`config.mk`:
```
export PLATFORM = sky130hd
export DESIGN_NAME = aes_gcm_block_issuer
export DESIGN_NICKNAME = d
export VERILOG_FILES = /design/src/rtl/aes_gcm_block_issuer.sv
export SDC_FILE = /design/constraint.sdc
export NUM_CORES = 1
export LEC_CHECK = 0
export ABC_AREA = 0
export BUFFER_PORTS_ARGS = -buffer_cell sky130_fd_sc_hd__clkbuf_2
export CAP_MARGIN = 10
export CORE_AREA = 2 2 421 423
export CTS_BUF_LIST = sky130_fd_sc_hd__clkbuf_16
export CTS_CLUSTER_DIAMETER = 30
export CTS_CLUSTER_SIZE = 10
export DETAILED_ROUTE_END_ITERATION = 12
export DIE_AREA = 0 0 423 425
export SLEW_MARGIN = 20
export SYNTH_ARGS = -nofsm -noshare
export SYNTH_HDL_FRONTEND = slang
export SYNTH_SLANG_ARGS = --single-unit
```
`constraint.sdc`:
```
create_clock -name clk -period 4 [get_ports clk]
set_input_delay 0.8 -clock clk [delete_from_list [all_inputs] [get_ports clk]]
set_output_delay 0.8 -clock clk [all_outputs]
set_load 0.005 [all_outputs]
```
`src/rtl/aes_gcm_block_issuer.sv`:
```
// -----------------------------------------------------------------------------
// aes_gcm_block_issuer
//
// Front-end feeder of the AES-GCM encrypt pipeline. A job is started with an
// IV and the number of full 128-bit AAD and plaintext blocks. The block then
// accepts the AAD blocks followed by the plaintext blocks on a valid/ready
// stream. It emits exactly one registered pipeline slot per cycle:
//   INIT  : job header (J0, instance size)
//   AAD   : one AAD block
//   PT    : one plaintext block with its counter block
//   LEN   : GCM length block {aad_bits, pt_bits}, coincident with o_done
//   BUBBLE: nothing useful (idle, or no input block this cycle)
//
// Ports
//   clk, rst_n        clock, asynchronous active-low reset
//   i_start           job start pulse, honoured only in IDLE
//   i_iv              96-bit IV, sampled with i_start
//   i_aad_nblk        AAD block count, sampled with i_start
//   i_pt_nblk         plaintext block count, sampled with i_start
//   i_data_valid      input block valid
//   i_data            AAD or plaintext block, in job order
//   o_data_ready      block accepted when i_data_valid && o_data_ready
//   o_phase           0 BUBBLE, 1 INIT, 2 AAD, 3 PT, 4 LEN
//   o_plain_text      plaintext block in PT slots, else 0
//   o_aad             AAD block in AAD slots, length block in LEN slot, else 0
//   o_h               always 0 (the all-zero block is encrypted to form H)
//   o_encrypted_j0    J0 = IV || 32'h1, held for the whole job
//   o_encrypted_cb    counter block for the current PT slot, else 0
//   o_instance_size   {64-bit AAD bit length, 64-bit PT bit length}
//   o_busy            high from the cycle after i_start until o_done
//   o_done            one-cycle pulse with the LEN slot
// -----------------------------------------------------------------------------
module aes_gcm_block_issuer #(
    parameter int CNT_W = 32
) (
    input  logic             clk,
    input  logic             rst_n,
    input  logic             i_start,
    input  logic [0:95]      i_iv,
    input  logic [CNT_W-1:0] i_aad_nblk,
    input  logic [CNT_W-1:0] i_pt_nblk,
    input  logic             i_data_valid,
    input  logic [0:127]     i_data,
    output logic             o_data_ready,
    output logic [0:2]       o_phase,
    output logic [0:127]     o_plain_text,
    output logic [0:127]     o_aad,
    output logic [0:127]     o_h,
    output logic [0:127]     o_encrypted_j0,
    output logic [0:127]     o_encrypted_cb,
    output logic [0:127]     o_instance_size,
    output logic             o_busy,
    output logic             o_done
);

    typedef enum logic [2:0] {
        S_IDLE = 3'd0,
        S_INIT = 3'd1,
        S_AAD  = 3'd2,
        S_PT   = 3'd3,
        S_LEN  = 3'd4
    } state_t;

    localparam logic [0:2] PH_BUBBLE = 3'd0;
    localparam logic [0:2] PH_INIT   = 3'd1;
    localparam logic [0:2] PH_AAD    = 3'd2;
    localparam logic [0:2] PH_PT     = 3'd3;
    localparam logic [0:2] PH_LEN    = 3'd4;

    // GCM inc32: only the rightmost 32 bits count, wrapping modulo 2^32.
    function automatic logic [0:127] inc32(input logic [0:127] blk);
        return {blk[0:95], blk[96:127] + 32'd1};
    endfunction

    state_t           state_r;
    logic [0:127]     cb_r;
    logic [CNT_W-1:0] aad_left_r;
    logic [CNT_W-1:0] pt_left_r;

    logic             hs_s;
    logic [63:0]      aad_bits_s;
    logic [63:0]      pt_bits_s;

    // Handshake and bit lengths of the job being offered on i_start.
    always_comb begin
        hs_s       = i_data_valid && o_data_ready;
        aad_bits_s = 64'(i_aad_nblk) << 7;
        pt_bits_s  = 64'(i_pt_nblk) << 7;
    end

    // Job FSM and registered slot outputs; every cycle produces one slot.
    always_ff @(posedge clk or negedge rst_n) begin
        if (!rst_n) begin
            state_r         <= S_IDLE;
            cb_r            <= 128'h0;
            aad_left_r      <= '0;
            pt_left_r       <= '0;
            o_data_ready    <= 1'b0;
            o_phase         <= PH_BUBBLE;
            o_plain_text    <= 128'h0;
            o_aad           <= 128'h0;
            o_h             <= 128'h0;
            o_encrypted_j0  <= 128'h0;
            o_encrypted_cb  <= 128'h0;
            o_instance_size <= 128'h0;
            o_busy          <= 1'b0;
            o_done          <= 1'b0;
        end else begin
            // Slot defaults: a BUBBLE with empty data fields.
            o_phase        <= PH_BUBBLE;
            o_plain_text   <= 128'h0;
            o_aad          <= 128'h0;
            o_encrypted_cb <= 128'h0;
            o_h            <= 128'h0;
            o_done         <= 1'b0;

            case (state_r)
                S_IDLE: begin
                    o_data_ready <= 1'b0;
                    if (i_start) begin
                        o_encrypted_j0  <= {i_iv, 32'h0000_0001};
                        o_instance_size <= {aad_bits_s, pt_bits_s};
                        aad_left_r      <= i_aad_nblk;
                        pt_left_r       <= i_pt_nblk;
                        o_busy          <= 1'b1;
                        state_r         <= S_INIT;
                    end else begin
                        o_encrypted_j0  <= 128'h0;
                        o_instance_size <= 128'h0;
                        o_busy          <= 1'b0;
                    end
                end

                S_INIT: begin
                    o_phase <= PH_INIT;
                    cb_r    <= inc32(o_encrypted_j0);
                    // Ready is registered, so it is set here for the next state.
                    if (aad_left_r != '0) begin
                        state_r      <= S_AAD;
                        o_data_ready <= 1'b1;
                    end else if (pt_left_r != '0) begin
                        state_r      <= S_PT;
                        o_data_ready <= 1'b1;
                    end else begin
                        state_r      <= S_LEN;
                        o_data_ready <= 1'b0;
                    end
                end

                S_AAD: begin
                    if (hs_s) begin
                        o_phase    <= PH_AAD;
                        o_aad      <= i_data;
                        aad_left_r <= aad_left_r - CNT_W'(1);
                        if (aad_left_r == CNT_W'(1)) begin
                            if (pt_left_r != '0) begin
                                state_r      <= S_PT;
                                o_data_ready <= 1'b1;
                            end else begin
                                state_r      <= S_LEN;
                                o_data_ready <= 1'b0;
                            end
                        end
                    end
                end

                S_PT: begin
                    if (hs_s) begin
                        o_phase        <= PH_PT;
                        o_plain_text   <= i_data;
                        o_encrypted_cb <= cb_r;
                        cb_r           <= inc32(cb_r);
                        pt_left_r      <= pt_left_r - CNT_W'(1);
                        if (pt_left_r == CNT_W'(1)) begin
                            state_r      <= S_LEN;
                            o_data_ready <= 1'b0;
                        end
                    end
                end

                S_LEN: begin
                    o_phase      <= PH_LEN;
                    o_aad        <= o_instance_size;
                    o_done       <= 1'b1;
                    o_busy       <= 1'b0;
                    o_data_ready <= 1'b0;
                    state_r      <= S_IDLE;
                end

                default: begin
                    state_r      <= S_IDLE;
                    o_data_ready <= 1'b0;
                    o_busy       <= 1'b0;
                end
            endcase
        end
    end

endmodule
```
==> results of run 1 <==
worst max-delay path, cell delays in order (launching register included):
cell	delay, ns
dfrtp_1	0.71
and3b_4	0.55
and2_1	0.19
ha_1	0.19
nand3_1	0.10
a211oi_1	0.20
buf_4	0.18
and3_1	0.28
and3_1	0.20
xnor2_1	0.12
cells in the final DEF, fill, tap and decap left out, types with 27 or more instances in the layout:
master and count:
clkbuf_2 840, dfrtp_1 746, nand2_1 688, and3_1 319, conb_1 223, nand3_1 180, clkbuf_16 170, a22o_1 75
a21oi_1 68, o21ai_0 66, nor2_1 52, buf_4 46, inv_1 40, nor3_1 39, clkinvlp_4 27
sequential cells by signal, indices dropped and copies added, names as in the netlist, 32 cells and up:
signal,count
o_plain_text,128
aad_left_r,32
o_encrypted_j0,97
o_aad,128
o_encrypted_cb,128
o_instance_size,64
cb_r,128
pt_left_r,32
area by class of cell:
type	count	area [um^2]
clock buffer	170	4250
tap	2340	2930
inverter	21	78.8
multi-input combinational	1914	9750
antenna	14	35.0
clock inverter	147	1700
sequential	746	18700
fill	18768	133000
timing repair buffer	907	4960
cells by family (layout without fill, tap and decap cells):
group / after synthesis / after routing
other: 1 / 237
DFF: 746 / 746
and+or+nand+nor: 1373 / 1373
adders and majority gates: 6 / 6
xor gates and xnor gates: 29 / 29
buffers and inverters: 440 / 1245
muxes: 4 / 4
AOI/OAI and AO/OA: 279 / 279
through the flow:
stage	instances	hold slack, ns	area (um^2)
after CTS	6245	0.0391	42300
after global routing	6250	0.0330	42400
after detailed placement	5928	0.454	36400
final	6259	0.00639	42400
after global placement	5925	0.449	36300
after floorplan	3100	0.438	30900
power by group through the flow:
stage / logic (W) / clock network [W] / registers [W]
floorplan: 0.00178 / 0 / 0.00937
global placement: 0.00308 / 0 / 0.00956
detailed placement: 0.00315 / 0 / 0.00960
CTS: 0.00318 / 0.0145 / 0.00950
global route: 0.00349 / 0.0149 / 0.00962
finish: 0.00311 / 0.0142 / 0.00949
layer usage:
metal | up-vias | routed length, um
met5 | - | 0
met4 | 0 | 6510
met3 | 252 | 7380
met2 | 1146 | 62200
met1 | 12280 | 43400
li1 | 11090 | -
worst min-delay path by stage:
stage | from | endpoint | slack (ns) | cells after the start
floorplan | cb_r[0] | cb_r[0] | 0.44 | 2
global placement | cb_r[59] | cb_r[59] | 0.45 | 2
detailed placement | cb_r[79] | cb_r[79] | 0.45 | 2
CTS | rst_n | o_plain_text[84] | 0.04 | 1
global route | rst_n | o_plain_text[87] | 0.03 | 1
finish | rst_n | o_plain_text[84] | 0.006 | 1
==> impl.org, run 1 <==
** Power and ir drop
- VDD sags by at most 368 uV.
- Sequential share of power :: 35.4%
- In this run the power spent charging and discharging nets is 0.00752 W.
- In this run, the clock network consumes 53.0% of the power.
- Overall power consumption after layout is estimated at 0.0268 W.
- In this run the power density over the cells is 632 mW/mm^2.
- Internal power summed over all cells :: 0.0193 W
- Net switching fraction of the power :: 28.0%
- Fraction of power consumed by combinational cells :: 11.6%
- Static leakage :: 22.2 nW

** Clocking
- Hold repair after CTS inserted 0 buffers.
- # H-tree levels :: 4
- The cell sitting at the root of the clock tree is a clkbuf_16.
- Worst-case clock buffer depth :: 3
- Clock-pin slew on the worst setup and hold paths :: 0.05 ns
- Clock tree from TritonCTS :: done
- For this design, the sink count on the clock tree is 746.
- The clock reaches the later pin of the worst-skew pair after 0.79 ns.
- Number of buffers inserted during clock tree synthesis :: 169
- Post-cts gate resize count :: 0
- Buffers added to address setup during post-CTS repair amount to 0.

** Global route
- Pin count of the biggest net entering global routing :: 206
- Final global-route overflow total :: 0
- Routing usage on met1 :: 13.9%
- The initial antenna violation count is 19.
- Grt peak-use layer :: met2
- Global router's overall resource usage :: 12.8%
- Vias in the first global route :: 24609
- Wire length of the first global-routing pass :: 169 mm
- GR Util met3 :: 2.93%
- Global routing used 22.7% of the available met2 tracks.

** Cells and area
- Area growth from synthesis to final layout :: 41.2%
- The net count of the finished layout is 4057.
- Fraction of layout cells with a size suffix above 1 :: 31.4%
- Final Core Density :: 24.2%

** Run
- The tool flagged a number of max-cap violations equal to 0.

** Worst setup path
- STA classifies the critical path endpoint as a register.
- Crit path from :: state_r[0]
- The critical path is of the register to register type.
- Crit path max fanout :: 28
- Counting cells, the worst reg-to-reg path comes to 9.
- Required time of the worst setup path :: 4.68 ns
- The most critical setup path has its endpoint at cb_r[97].
- For flop-to-flop paths, the worst setup slack is 1.18 ns.
- In this run the critical register-to-register path is launched from state_r[0].
- WP data arrival :: 3.50 ns
- Nature of the critical path startpoint :: register
- In this run the critical register-to-register path is captured at cb_r[97].

** Placed design
- OpenSTA, run right after detailed placement, puts the worst setup slack at 1.17 ns.
- Buffers placed on the I/O ports in this run total 842.
- At the end of routability-driven placement, the weighted congestion stood at 0.882.
- The wire-length estimate of the detail-placed layout is 86.8 mm.

** Yosys
- In the synthesized netlist, the cells that appear most often are 746 x dfrtp_1, 688 x nand2_1, 319 x and3_1, 224 x buf_4, 181 x clkbuf_1.
- Number of synthesized register bits :: 746
- Most area-hungry cell type in the Yosys netlist :: dfrtp_1
- Complex-gate fraction of the synthesized area :: 6.21%
- After technology mapping, the gate count stands at 2878.
- Yosys instantiated no cell more often than dfrtp_1.
- Synthesized-area fraction occupied by xor and xnor cells :: 0.846%
- In the synthesized netlist the async set-or-reset flop fraction comes to 100%.
- Ys Warns :: 0
- Primary FF master, synth :: dfrtp_1
- In the post-synthesis netlist, the biggest area contributors are dfrtp_1 62%, nand2_1 8.6%, and3_1 6.6%.
- The synthesized netlist occupies a cell area of 0.0300 mm^2.
- The synthesized netlist devotes 0.250% of its cell area to adder and majority cells.
- Of the post-synthesis cell area, the dominant cell type holds 62.2%.
- Combinational family with the most area after synthesis :: simple AND/OR/NAND/NOR gates
- Post-synthesis average cell area :: 10.4 um^2
- In this run, synthesis inferred 0 flip-flops with an integrated enable.
- Portion of netlist area occupied by mux cells :: 0.138%
- Yosys mapped the design onto 66 distinct sky130hd cell types.
- The share of the Yosys chip area taken by registers is 62.2%.
- Post-Synth Simple-Gate Area :: 22.0%

** Detailed routing
- 1st-pass router iterations :: 5
- For this block, the routed nets add up to 119 mm of wire.
- Final ANT Viol Nets :: 0
- Drt wl/cell :: 19.1 um
- DR DRC count :: 0
- Via Count :: 24768
- The detailed router finished its first iteration with 1882 violations.
- Vias per Instance :: 3.96

** Timing
- Final max-slew violation count :: 0
- Final-report hold violation count :: 0
- Dividing the final minimum period by the clock period gives 70.4%.
- The routed design could run at a clock period as short as 2.82 ns.
- The worst pin sits at a relative slew slack of 16.8%.
- Across the routed clock network, the largest skew measured is 0.0541 ns.
- Setup repair after global routing left no endpoint under its margin.
- The worst path meets setup with 1.18 ns of slack.
- For the final routed database, the setup TNS stands at 0 ns.
- Max Freq :: 355 MHz
- Final-report setup violation count :: 0
- For the pin with the worst max-slew slack, the measured transition is 1.25 ns.

** Die
- Die Outline Area :: 0.180 mm^2
- Vertical die dimension :: 425 um
- Number of placed I/O pins :: 1066
- Placeable Area :: 0.175 mm^2
- DIE WIDTH :: 423 um
- Once the floorplan was initialized, standard cells occupied 17.1% of the core.
- After floorplanning, the core was divided into 154 placement rows.

** Hold path
- Kind of path behind the tightest hold check :: input port to asynchronous set/reset pin

** Status
- The flow ran to the end, and the final reports show no timing, DRC or antenna violations.
(Power assumes the default switching activity.)
==> inputs of run 2 (changes only) <==
--- a/config.mk
+++ b/config.mk
@@ -5,7 +5,7 @@
 export SDC_FILE = /design/constraint.sdc
 export NUM_CORES = 1
 export LEC_CHECK = 0
-export ABC_AREA = 0
+export ABC_AREA = 1
 export BUFFER_PORTS_ARGS = -buffer_cell sky130_fd_sc_hd__clkbuf_2
 export CAP_MARGIN = 10
 export CORE_AREA = 2 2 421 423
==> constraint.sdc (replaced) <==
create_clock -name clk -period 2.3 [get_ports clk]
set_input_delay 0.46 -clock clk [delete_from_list [all_inputs] [get_ports clk]]
set_output_delay 0.46 -clock clk [all_outputs]
set_load 0.005 [all_outputs]
==> run 2 against run 1 <==
Effect of this change:
- count of clock-buffer cells in the layout grew 15
- sequential power is 39% higher
- clock power is 81% higher
- largest power group unchanged
- critical path type unchanged
- sequential share of layout area down 4.0 points
- die area is the same
- combinational power is 57% lower
- routed wire length fell by 0.78%
- cell count up 14%
==> impl.org, run 2 <==
** Clocking
- Clock tree from TritonCTS :: done
- Root buf cell :: clkbuf_16
- Clock-pin slew on the worst setup and hold paths :: 0.05 ns
- No sink is reached through more buffers than the 3 on the longest clock path.
- Counting every sink on the clock net gives 746.
- # H-tree levels :: 4
- The clock reaches the later pin of the worst-skew pair after 0.82 ns.
- Number of buffers inserted during clock tree synthesis :: 182

** Yosys
- Ys Warns :: 0
- The netlist uses 40 different library cells.
- Ranked by total cell area, the synthesized netlist is headed by dfrtp_1 60%, nand2_1 6.2%, nor2_1 5.9%.
- Post-synthesis instance area :: 0.0311 mm^2
- By instance count, the leading cell after synthesis is dfrtp_1.
- Synthesis inferred 746 register bits.
- Most area-hungry cell type in the Yosys netlist :: dfrtp_1
- Syn Inst Count :: 3398
- The synthesized design devotes to its leading area cell type 60.1% of total area.
- Top cells by instance count after synthesis :: 746 x dfrtp_1, 515 x nand2_1, 490 x nor2_1, 432 x inv_1, 303 x o21ai_0
- Primary FF master, synth :: dfrtp_1
- Post-synthesis average cell area :: 9.15 um^2
- Number of enable-type register cells in the synthesized netlist :: 0
- Post-synth ARST share :: 100%
- Sequential elements use 60.1% of the synthesized area.

** Placed design
- The wire-length estimate of the detail-placed layout is 84.5 mm.
- Port buffer count :: 842
- At the placement stage, the worst setup path has a slack of 0.0833 ns.
- Gp weighted congestion :: 0.866
- Placed cell count :: 6490

** Detailed routing
- Sum of routed wire length over all layers :: 119 mm
- Via Count :: 27351
- The detail route stage leaves a number of antenna-violating nets equal to 0.
- 1st-pass router iterations :: 5
- In the routed layout, each cell is associated on average with a via count of 3.85.
- DR DRC count :: 0
- DRC marker count from the first detailed-route iteration :: 1415
- Dividing the detail-routed wire length by the instance count gives 16.7 um.

** Cells and area
- Leaving out fill and tap cells, the most frequent cell in the layout is clkbuf_2.
- Most frequent cells in the layout :: 840 x clkbuf_2, 745 x dfrtp_1, 513 x nand2_1, 490 x nor2_1, 451 x inv_1
- The count of cells in the finished layout, fillers not included, comes to 7104.
- From synthesis to final layout, the design area changed by 50.0%.
- Cells with a size suffix above 1 make up 26.2% of the layout.
- The net count of the finished layout is 4909.
- Fill cells in the final layout number 18440.

** Worst setup path
- Ordered list of cells on the worst path :: inv_2, nand4_1, nand2_1, ha_2, nand4_1, nor2_4, nand4_4, nor2_2, nand2_1, o21bai_1, nand2_1
- WP data arrival :: 2.83 ns
- Critical path's largest stage delay :: 0.45 ns
- STA classifies the critical path endpoint as a register.
- Crit path from :: state_r[2]
- On the critical path, the stage with the largest delay is an instance of dfrtp_1.
- The worst register-to-register path begins at state_r[2].
- Critical path class :: register to register
- The worst setup path is launched from a register.
- Most numerous cell on the critical path :: nand2_1
- In this run the worst path has a maximum fanout of 4.
- For the worst setup path, the data required time is 3.00 ns.

** Power and ir drop
- Power per cell area :: 863 mW/mm^2
- Overall power of the completed layout :: 0.0402 W
- IR analysis of the VDD net gives a maximum drop of 787 uV.
- Static leakage :: 23.9 nW

** Global route
- The via count of the first global-routing pass came to 27686.
- After global routing the overflow that remains totals 0.
- Pin count of the biggest net entering global routing :: 123
- Global router's overall resource usage :: 12.7%
- The initial antenna violation count came to 15.
- The first global-routing pass estimated 172 mm of wire.

** Hold path
- Hold path startpoint :: i_aad_nblk[23]
- Kind of path behind the tightest hold check :: input port to register

** Timing
- Worst-case clock skew :: 0.0673 ns
- Period utilisation layout :: 92.4%
- Max-slew headroom at the worst pin :: 49.8%
- The final-report max-slew violation count is 0.
- In the final timing run, aggregate negative setup slack is 0 ns.
- For the finished layout, the period the worst path requires is 2.12 ns.
- Worst path setup slack after routing :: 0.175 ns
- Final-report hold violation count :: 0
- Final-report setup violation count :: 0
- For the pin with the worst max-slew slack, the measured transition is 0.753 ns.
- Max Freq :: 471 MHz
- Unrepaired setup endpoints after global routing :: no
- Across all hold checks on the routed design, the worst slack comes to 0.0491 ns.

** Die
- The die is 425 um tall.
- Once the floorplan was initialized, standard cells occupied 17.7% of the core.
- The die covers 0.180 mm^2.
- The die is 423 um wide.
- The floorplan has 154 rows.
- Placeable Area :: 0.175 mm^2
- For this design the top-level I/O count stands at 1066.

** Run
- Max capacitance violation total :: 0

** Status
- Status :: finished, final reports clean
## run 2: cell count changes after synthesis, sizes merged, moves of 22 or more
| cell | before | now |
|---|---|---|
| nand2 | 688 | 522 |
| buf | 238 | 287 |
| nor2 | 58 | 501 |
| nor3 | 45 | 17 |
| inv | 21 | 439 |
| clkbuf | 181 | 104 |
| and3 | 319 | 0 |
| o22ai | 10 | 101 |
| o21ai | 68 | 306 |
| nand3 | 180 | 226 |
| a22o | 75 | 0 |
| nor4 | 22 | 0 |
## run 2: repair_timing
action                                 4_1_cts  5_1_grt
endpoints found under the hold margin      464        0
setup endpoints to repair                    0       10
hold buffers                               277        0
gates resized for setup                      0        3
setup buffers                                0        0
## run 2: metrics by stage
step	util (%)	area (um^2)
after floorplan	-	31900
after global placement	21.4	37600
after detailed placement	21.4	37600
after CTS	26.6	46600
after global routing	26.6	46600
final	26.6	46600
## run 2: path summary, 6_finish.rpt
kind                            cells after the start             endpoint  slack, ns
worst max-delay path                               11            cb_r[109]       0.18
worst min-delay path                                3  o_instance_size[33]       0.05
worst max register to register                     11            cb_r[109]       0.18
worst min register to register                      2       aad_left_r[31]       0.48
max in group asynchronous                           3   o_encrypted_cb[59]       1.14
min in group asynchronous                           2             cb_r[82]       0.26
## run 2: where the power goes
group | total (W) | switching (W) | internal, W
combinational | 0.00133 | 0.000765 | 0.000569
sequential | 0.0132 | 0 | 0.0132
clock | 0.0257 | 0.00836 | 0.0174
## run 2: per-layer routing
layer / routed length, um / GRT usage [%] / up-vias
met2: 61200 / 22.8 / 1104
met3: 6970 / 3.35 / 285
met5: 39 / 0 / -
met1: 42600 / 13.0 / 13236
met4: 7740 / 8.50 / 6
li1: - / - / 12720
## run 2: layout make-up
cell class / instances / area (um^2) / share of cell area [%]
Inverter: 439 / 1650 / 3.54
Timing Repair Buffer: 1198 / 7850 / 16.8
Tap cell: 2340 / 2930 / 6.28
Clock buffer: 185 / 4630 / 9.93
Multi-Input combinational cell: 2044 / 9250 / 19.8
Sequential cell: 746 / 18700 / 40.0
Antenna cell: 3 / 7.51 / 0.0161
Clock inverter: 149 / 1630 / 3.50
## run 2: cells by family (layout without fill, tap and decap cells)
| group | after synthesis | in the layout | share of synthesized area (%) |
|---|---|---|---|
| simple gates | 1298 | 1298 | 17.4 |
| buf+inv | 830 | 1971 | 13.0 |
| other cells | 1 | 226 | 0.0121 |
| flops | 746 | 746 | 60.1 |
| xor+xnor | 31 | 31 | 0.874 |
| fa+ha+maj | 6 | 6 | 0.242 |
| compound gates | 486 | 486 | 8.41 |
## run 2: worst max-delay path: cells and delay by family, from the launching register on
kind	cells	cell delay, ns
AOI/OAI and AO/OA	1	0.14
buffers and inverters	1	0.12
adders and majority gates	1	0.24
and+or+nand+nor	8	1.09
DFF	1	0.45
